<file path="src/rtl/tmr_scrub_ctrl_if.sv">
// Signal bundle between the TMR scrub controller and the replica datapath:
// replica observations and count request in, supervisory controls and status out.
interface tmr_scrub_ctrl_if #(
    parameter int W  = 8,
    parameter int CW = 4
);
    logic          enable_in;
    logic [W-1:0]  q_a;
    logic [W-1:0]  q_b;
    logic [W-1:0]  q_c;
    logic          cnt_enable;
    logic [W-1:0]  voted_out;
    logic [2:0]    load_en;
    logic [W-1:0]  load_val;
    logic [2:0]    lane_dis;
    logic [CW-1:0] fault_cnt_a;
    logic [CW-1:0] fault_cnt_b;
    logic [CW-1:0] fault_cnt_c;
    logic          err_flag;
    logic          fatal;
    logic          busy;

    modport master (
        output enable_in, q_a, q_b, q_c,
        input  cnt_enable, voted_out, load_en, load_val, lane_dis,
               fault_cnt_a, fault_cnt_b, fault_cnt_c, err_flag, fatal, busy
    );

    modport slave (
        input  enable_in, q_a, q_b, q_c,
        output cnt_enable, voted_out, load_en, load_val, lane_dis,
               fault_cnt_a, fault_cnt_b, fault_cnt_c, err_flag, fatal, busy
    );
endinterface

</file>
<file path="src/rtl/tmr_scrub_ctrl.sv">
// Supervisor for a triple-redundant counter: votes, confirms single-lane faults,
// resyncs the faulty replica, locks out chronic lanes and flags uncorrectable states.
module tmr_scrub_ctrl #(
    parameter int W           = 8,
    parameter int CONFIRM     = 2,
    parameter int MAX_RETRY   = 2,
    parameter int FAULT_LIMIT = 3,
    parameter int CW          = 4
) (
    input  logic            clk,
    input  logic            rst,
    tmr_scrub_ctrl_if.slave bus
);
    typedef enum logic [2:0] {S_MON, S_CONF, S_LOAD, S_CHECK, S_FATAL} state_t;

    localparam int              RW        = (MAX_RETRY < 1) ? 1 : $clog2(MAX_RETRY + 1);
    localparam logic [3:0]      CONFIRM_C = 4'(CONFIRM);
    localparam logic [RW-1:0]   RETRY_C   = RW'(MAX_RETRY);
    localparam logic [CW-1:0]   LIMIT_C   = CW'(FAULT_LIMIT);
    localparam logic [CW-1:0]   CNT_MAX   = '1;

    state_t        r_state,    w_state_nxt;
    logic [3:0]    r_pcnt,     w_pcnt_nxt;
    logic [1:0]    r_flt_lane, w_flt_lane_nxt;
    logic [RW-1:0] r_retry,    w_retry_nxt;
    logic [W-1:0]  r_load_val, w_load_val_nxt;
    logic [2:0]    r_lane_dis, w_lane_dis_nxt;
    logic [CW-1:0] r_fault_cnt     [3];
    logic [CW-1:0] w_fault_cnt_nxt [3];

    logic          w_eq_ab, w_eq_bc, w_eq_ac;
    logic [W-1:0]  w_voted;
    logic          w_clean, w_single, w_fatal_cond;
    logic [1:0]    w_single_lane;
    logic [2:0]    w_flt_oh;
    logic [CW-1:0] w_cnt_cur, w_cnt_inc;

    assign w_eq_ab = (bus.q_a == bus.q_b);
    assign w_eq_bc = (bus.q_b == bus.q_c);
    assign w_eq_ac = (bus.q_a == bus.q_c);

    // With a locked-out lane the survivors must agree exactly; any split is unresolvable.
    always_comb begin : classify
        // NOTE: every output of a combinational block gets a default first so no path infers a latch.
        w_voted       = (bus.q_a & bus.q_b) | (bus.q_a & bus.q_c) | (bus.q_b & bus.q_c);
        w_clean       = 1'b0;
        w_single      = 1'b0;
        w_single_lane = 2'd0;
        w_fatal_cond  = 1'b0;
        case (r_lane_dis)
            3'b000: begin
                if (w_eq_ab && w_eq_bc) begin
                    w_clean = 1'b1;
                end else if (w_eq_bc) begin
                    w_single      = 1'b1;
                    w_single_lane = 2'd0;
                end else if (w_eq_ac) begin
                    w_single      = 1'b1;
                    w_single_lane = 2'd1;
                end else if (w_eq_ab) begin
                    w_single      = 1'b1;
                    w_single_lane = 2'd2;
                end else begin
                    w_fatal_cond = 1'b1;
                end
            end
            3'b001: begin w_voted = bus.q_b; w_clean = w_eq_bc; w_fatal_cond = !w_eq_bc; end
            3'b010: begin w_voted = bus.q_a; w_clean = w_eq_ac; w_fatal_cond = !w_eq_ac; end
            3'b100: begin w_voted = bus.q_a; w_clean = w_eq_ab; w_fatal_cond = !w_eq_ab; end
            3'b011: begin w_voted = bus.q_c; w_fatal_cond = 1'b1; end
            3'b101: begin w_voted = bus.q_b; w_fatal_cond = 1'b1; end
            3'b110: begin w_voted = bus.q_a; w_fatal_cond = 1'b1; end
            default: begin w_voted = '0; w_fatal_cond = 1'b1; end
        endcase
    end

    assign w_flt_oh = 3'b001 << r_flt_lane;

    always_comb begin : cnt_select
        w_cnt_cur = r_fault_cnt[0];
        for (int i = 1; i < 3; i++) begin
            if (r_flt_lane == 2'(i)) w_cnt_cur = r_fault_cnt[i];
        end
        w_cnt_inc = (w_cnt_cur == CNT_MAX) ? w_cnt_cur : w_cnt_cur + CW'(1);
    end

    always_comb begin : next_state
        w_state_nxt    = r_state;
        w_pcnt_nxt     = r_pcnt;
        w_flt_lane_nxt = r_flt_lane;
        w_retry_nxt    = r_retry;
        w_load_val_nxt = r_load_val;
        w_lane_dis_nxt = r_lane_dis;
        for (int i = 0; i < 3; i++) w_fault_cnt_nxt[i] = r_fault_cnt[i];

        if (r_state != S_FATAL && w_fatal_cond) begin
            w_state_nxt = S_FATAL;
        end else begin
            case (r_state)
                S_MON: begin
                    if (w_single) begin
                        w_flt_lane_nxt = w_single_lane;
                        w_pcnt_nxt     = 4'd1;
                        if (CONFIRM_C == 4'd1) begin
                            w_state_nxt    = S_LOAD;
                            w_load_val_nxt = w_voted;
                        end else begin
                            w_state_nxt = S_CONF;
                        end
                    end
                end
                S_CONF: begin
                    if (!w_single) begin
                        w_state_nxt = S_MON;
                        w_pcnt_nxt  = 4'd0;
                    end else if (w_single_lane != r_flt_lane) begin
                        w_flt_lane_nxt = w_single_lane;
                        w_pcnt_nxt     = 4'd1;
                    end else if (r_pcnt + 4'd1 >= CONFIRM_C) begin
                        w_state_nxt    = S_LOAD;
                        w_pcnt_nxt     = 4'd0;
                        w_load_val_nxt = w_voted;
                    end else begin
                        w_pcnt_nxt = r_pcnt + 4'd1;
                    end
                end
                S_LOAD: w_state_nxt = S_CHECK;
                S_CHECK: begin
                    w_state_nxt = S_MON;
                    if (w_clean) begin
                        for (int i = 0; i < 3; i++) begin
                            if (r_flt_lane == 2'(i)) w_fault_cnt_nxt[i] = w_cnt_inc;
                        end
                        w_retry_nxt = '0;
                        if (w_cnt_inc >= LIMIT_C) w_lane_dis_nxt = r_lane_dis | w_flt_oh;
                    end else if (r_retry + RW'(1) >= RETRY_C) begin
                        w_lane_dis_nxt = r_lane_dis | w_flt_oh;
                        w_retry_nxt    = '0;
                    end else begin
                        w_retry_nxt    = r_retry + RW'(1);
                        w_state_nxt    = S_LOAD;
                        w_load_val_nxt = w_voted;
                    end
                end
                default: ;
            endcase
        end
    end

    // NOTE: all state updates use non-blocking assignments so every register samples pre-edge values.
    always_ff @(posedge clk or negedge rst) begin
        if (!rst) begin
            r_state    <= S_MON;
            r_pcnt     <= '0;
            r_flt_lane <= '0;
            r_retry    <= '0;
            r_load_val <= '0;
            r_lane_dis <= '0;
            // NOTE: this small array is architecturally visible, so it is reset like plain registers.
            for (int i = 0; i < 3; i++) r_fault_cnt[i] <= '0;
        end else begin
            r_state    <= w_state_nxt;
            r_pcnt     <= w_pcnt_nxt;
            r_flt_lane <= w_flt_lane_nxt;
            r_retry    <= w_retry_nxt;
            r_load_val <= w_load_val_nxt;
            r_lane_dis <= w_lane_dis_nxt;
            for (int i = 0; i < 3; i++) r_fault_cnt[i] <= w_fault_cnt_nxt[i];
        end
    end

    // Status outputs that mix in live inputs are held low while reset is asserted.
    assign bus.voted_out   = w_voted;
    assign bus.cnt_enable  = rst && bus.enable_in && (r_state == S_MON || r_state == S_CONF);
    assign bus.load_en     = (r_state == S_LOAD) ? w_flt_oh : 3'b000;
    assign bus.load_val    = r_load_val;
    assign bus.lane_dis    = r_lane_dis;
    assign bus.fault_cnt_a = r_fault_cnt[0];
    assign bus.fault_cnt_b = r_fault_cnt[1];
    assign bus.fault_cnt_c = r_fault_cnt[2];
    assign bus.err_flag    = rst && (r_state != S_FATAL) && (r_state != S_MON || !w_clean);
    assign bus.fatal       = (r_state == S_FATAL);
    assign bus.busy        = (r_state == S_LOAD || r_state == S_CHECK);
endmodule

</file>
<file path="src/flat_wrapper.sv">
// flat-port wrapper written by rule: the top's interface ports become plain ports
module tmr_scrub_ctrl_flat 
#(
    parameter int W           = 8,
    parameter int CONFIRM     = 2,
    parameter int MAX_RETRY   = 2,
    parameter int FAULT_LIMIT = 3,
    parameter int CW          = 4
)
  (clk, rst, bus_enable_in, bus_q_a, bus_q_b, bus_q_c, bus_cnt_enable, bus_voted_out, bus_load_en, bus_load_val, bus_lane_dis, bus_fault_cnt_a, bus_fault_cnt_b, bus_fault_cnt_c, bus_err_flag, bus_fatal, bus_busy);
  tmr_scrub_ctrl_if #(.W(W), .CW(CW)) bus_i ();
  input  logic clk;
  input  logic rst;
  input wire logic [$bits(bus_i.enable_in)-1:0] bus_enable_in;
  input wire logic [$bits(bus_i.q_a)-1:0] bus_q_a;
  input wire logic [$bits(bus_i.q_b)-1:0] bus_q_b;
  input wire logic [$bits(bus_i.q_c)-1:0] bus_q_c;
  output wire logic [$bits(bus_i.cnt_enable)-1:0] bus_cnt_enable;
  output wire logic [$bits(bus_i.voted_out)-1:0] bus_voted_out;
  output wire logic [$bits(bus_i.load_en)-1:0] bus_load_en;
  output wire logic [$bits(bus_i.load_val)-1:0] bus_load_val;
  output wire logic [$bits(bus_i.lane_dis)-1:0] bus_lane_dis;
  output wire logic [$bits(bus_i.fault_cnt_a)-1:0] bus_fault_cnt_a;
  output wire logic [$bits(bus_i.fault_cnt_b)-1:0] bus_fault_cnt_b;
  output wire logic [$bits(bus_i.fault_cnt_c)-1:0] bus_fault_cnt_c;
  output wire logic [$bits(bus_i.err_flag)-1:0] bus_err_flag;
  output wire logic [$bits(bus_i.fatal)-1:0] bus_fatal;
  output wire logic [$bits(bus_i.busy)-1:0] bus_busy;
  assign bus_i.enable_in = bus_enable_in;
  assign bus_i.q_a = bus_q_a;
  assign bus_i.q_b = bus_q_b;
  assign bus_i.q_c = bus_q_c;
  assign bus_cnt_enable = bus_i.cnt_enable;
  assign bus_voted_out = bus_i.voted_out;
  assign bus_load_en = bus_i.load_en;
  assign bus_load_val = bus_i.load_val;
  assign bus_lane_dis = bus_i.lane_dis;
  assign bus_fault_cnt_a = bus_i.fault_cnt_a;
  assign bus_fault_cnt_b = bus_i.fault_cnt_b;
  assign bus_fault_cnt_c = bus_i.fault_cnt_c;
  assign bus_err_flag = bus_i.err_flag;
  assign bus_fatal = bus_i.fatal;
  assign bus_busy = bus_i.busy;
  tmr_scrub_ctrl #(.W(W), .CONFIRM(CONFIRM), .MAX_RETRY(MAX_RETRY), .FAULT_LIMIT(FAULT_LIMIT), .CW(CW)) u_core (.clk(clk), .rst(rst), .bus(bus_i));
endmodule
</file>
<file path="config.mk">
export PLATFORM = sky130hd
export DESIGN_NAME = tmr_scrub_ctrl_flat
export DESIGN_NICKNAME = d
export VERILOG_FILES = /design/src/rtl/tmr_scrub_ctrl_if.sv /design/src/rtl/tmr_scrub_ctrl.sv /design/src/flat_wrapper.sv
export SDC_FILE = /design/constraint.sdc
export NUM_CORES = 1
export LEC_CHECK = 0
export BUFFER_PORTS_ARGS = -buffer_cell sky130_fd_sc_hd__buf_4
export CAP_MARGIN = 5
export CORE_ASPECT_RATIO = 2
export CORE_MARGIN = 3
export CORE_UTILIZATION = 40
export CTS_CLUSTER_DIAMETER = 40
export CTS_CLUSTER_SIZE = 28
export DETAILED_ROUTE_END_ITERATION = 7
export PLACE_DENSITY = 0.66
export SETUP_SLACK_MARGIN = 0.5
export SKIP_CTS_REPAIR_TIMING = 1
export SLEW_MARGIN = 20
export SYNTH_ARGS = -nofsm -noshare
export SYNTH_HDL_FRONTEND = slang
export SYNTH_SLANG_ARGS = --single-unit
</file>
<file path="constraint.sdc">
create_clock -name clk -period 7.13 [get_ports clk]
set_input_delay 1.426 -clock clk [delete_from_list [all_inputs] [get_ports clk]]
set_output_delay 1.426 -clock clk [all_outputs]
set_load 0.01 [all_outputs]
</file>
==> key figures <==
Drt
  – Remaining DRCs: 0
  – Antenna-violating nets left: 0
  – Drt total wl: 6660 µm
  – Detailed Routing Iterations Pass 1: 5
  – Via/cell ratio: around 5.5
  – Drt wl/cell: 16.1 µm
  – DRT iter0 DRCs: 89
  – Via count: 2276

Clock network
  – CTS root buf: clkbuf_16
  – Clock Sinks: 34
  – CTS tree: built
  – H-tree levels: 2
  – Clock tree buffer depth: 2
  – Clock Latency Late Sink: 0.28 ns
  – TritonCTS Buffers: 5
  – Clock transition at path regs: approximately 0.050 ns

Hold path
  – HP Start: u_core.r_retry[0]
  – Worst hold-check path type: reg -> reg

Finish
  – Commonest non-fill, non-tap cell in the layout: buf_4
  – Most frequent cells in the layout: buf_4 (66), dfrtp_1 (34), nor2_1 (32)
  – Utilization after layout: 0.534
  – Post-route cell area: 0.00324 mm²
  – Antenna fix cells: 0
  – Layout Nets: between 300 and 400
  – Area Overhead vs Synth: 29.0%
  – Share of layout cells above drive strength 1: 0.315
  – Non-Filler Instances: 414
  – FILL cells: ~550

Setup path
  – Critical R2R Launch: u_core.bus.lane_dis[0]
  – Worst Path Arrival: 3.35 ns
  – Critical Setup Path Class: in -> out
  – CP cell instances: buf_4 > ha_1 > nor4_2 > nand3_1 > o221ai_1 > buf_4 > nor2_1 > o31a_1 > buf_4
  – Max Fanout on Critical Path: 8
  – WP data required: 5.70 ns
  – Crit path launch: bus_q_c[1]
  – Crit start category: input pin
  – CP delay by family, top: simple AND/OR/NAND/NOR gates
  – CP max stage cell: nor4_2
  – Worst path bufs/invs: 3
  – Worst path max stage delay: 0.44 ns
  – CP endpoint kind: output pin
  – Most frequent cell on the critical path: buf_4

Logic synthesis
  – Gate Count Post-Synth: 261
  – Syn avg cell area: 9.61 µm²
  – Post-synth top flop: dfrtp_1
  – Yosys reg bits: 34
  – Post-synth EDFFs: 0
  – Synth async-reset ratio: 1.00
  – Synthesized net count: 316
  – Cell Area, Synth: 0.00251 mm²
  – Unique masters post-synth: 45
  – Post-synthesis sequential area ratio: 0.339
  – Yosys warning count: 0

Floorplan
  – Initial Util: 0.414
  – Die width: 62.0 µm
  – I/O pin count: 65
  – Core Box Area: roughly 0.0061 mm²
  – # rows: 40
  – Die Span Y: 118 µm
  – Die footprint: 0.00731 mm²

Power
  – Post-layout total power: 468 µW
  – Max rail drop VDD: 0.151 mV
  – Leakage: 1.63 nW
  – PwrDens: 145 mW/mm²

STA
  – Worst slew pin tran: 0.694 ns
  – Final setup TNS: 0 ns
  – Final Hold Fails: 0
  – Hold_ws: about 0.47 ns
  – Final setup viols: 0
  – Crit path time final: 4.77 ns
  – Unrepaired setup endpoints after global routing: false
  – Tcrit/Tclk final: 0.669
  – Setup Skew: between 0.004 and 0.005 ns
  – Fmax: 0.209 GHz
  – Worst setup slack after layout: 2.36 ns
  – Slew Viols, Final: 0
  – Headroom to the max-slew limit: 0.537

Global route
  – Initial antenna violation count: 0
  – Largest net degree at the start of global routing: 37
  – Congestion Overflow GR: 0
  – Vias in the first global route: around 2300
  – Global-route usage over all layers: 0.195
  – First-pass GRT wire length: 10700 µm

Place
  – Placed cell area: between 0.003 and 0.004 mm²
  – Post-Place Worst Slack: 2.37 ns
  – Final HPWL DP: around 5400 µm
  – Cells after DPL: between 400 and 500
  – Final Wtd Congestion: 0.811
  – Port buffer count: between 60 and 70

Outcome
  – Status: complete, no violations

Run
  – Max Cap Viol: 0
[registers in the layout, summed over array words and instances, names as in the netlist]
register                count
u_core.r_flt_lane           2
u_core.r_pcnt               4
u_core.bus.fault_cnt_c      4
u_core.bus.fault_cnt_b      4
u_core.bus.load_val         8
u_core.bus.fault_cnt_a      4
u_core.r_retry              2
u_core.bus.lane_dis         3
u_core.r_state              3
[path summary, 6_finish.rpt]
| check | to | slack (ns) | cells after the start |
|---|---|---|---|
| max reg2reg | u_core.bus.load_val[3] | 4.36 | 6 |
| min reg2reg | u_core.r_retry[0] | 0.47 | 2 |
| min | u_core.r_retry[0] | 0.47 | 2 |
| max | bus_err_flag | 2.36 | 9 |
| min in group asynchronous | u_core.bus.load_val[0] | 1.10 | 1 |
| max in group asynchronous | u_core.bus.fault_cnt_c[2] | 5.70 | 1 |
[power by group]
group | internal [mW] | total (mW) | leakage [nW] | switching [mW]
Sequential | 0.193 | 0.193 | 0.460 | 0
Combinational | 0.0288 | 0.0615 | 1.09 | 0.0327
Clock | 0.138 | 0.213 | 0.0739 | 0.0751
Total | 0.360 | 0.468 | 1.63 | 0.108
[worst reg2reg max path: stages, from the launching register on]
cell	delay, ns
dfrtp_1	0.63
or3_1	0.49
a21o_1	0.21
a21o_1	0.19
a221o_1	0.36
a41oi_4	0.39
mux2_2	0.38
[layer usage]
| metal | up-vias | wire length (µm) | global-route usage |
|---|---|---|---|
| met5 | - | 0 | 0 |
| met4 | 0 | 320 | 0.105 |
| met3 | 19 | 348 | 0.0417 |
| met2 | 71 | 3770 | 0.362 |
| met1 | 1068 | 2230 | 0.177 |
| li1 | 1118 | - | - |
[area by class of cell]
| type | count | area [µm²] | share of cell area |
|---|---|---|---|
| Multi-Input combinational cell | 213 | 1600 | 0.495 |
| Sequential cell | 34 | 851 | 0.263 |
| Timing Repair Buffer | 66 | 495 | 0.153 |
| Clock buffer | 7 | 143 | 0.0441 |
| Tap cell | 84 | 105 | 0.0325 |
| Inverter | 9 | 33.8 | 0.0104 |
| Clock inverter | 1 | 5.00 | 0.00155 |
[Yosys cell counts, types with 2 or more instances]
library cell,count,area share
dfrtp_1,34,0.34
mux2_2,19,0.085
and2_1,8,0.020
a22oi_1,8,0.024
a21o_1,2,0.0060
nand2_1,13,0.019
a31o_2,4,0.014
nor4_1,2,0.0050
nor2b_1,2,0.0050
mux2_1,3,0.013
and3_1,2,0.0050
a41o_1,2,0.0080
or3_1,3,0.0075
o211ai_1,2,0.0060
nand3b_1,2,0.0060
nor2_1,32,0.048
nor3b_1,2,0.0060
or3b_2,2,0.0070
nor3_1,14,0.028
clkbuf_1,4,0.0060
nor4_2,4,0.020
ha_1,28,0.14
nand3_1,8,0.016
o21ai_0,5,0.010
a21oi_1,19,0.038
o31ai_1,2,0.0060
mux2i_1,10,0.040
inv_1,8,0.012
[cells by family (layout without fill, tap and decap cells)]
family | after synthesis | after routing | share of synthesized area
AND/OR/NAND/NOR | 96 | 96 | 0.198
AO/OA/AOI/OAI | 55 | 55 | 0.156
flip-flops | 34 | 34 | 0.339
multiplexers | 32 | 32 | 0.139
adder cells (fa/ha/maj) | 28 | 28 | 0.140
buffers and inverters | 14 | 83 | 0.0215
XOR/XNOR | 2 | 2 | 0.00699
(Power assumes the default switching activity.)
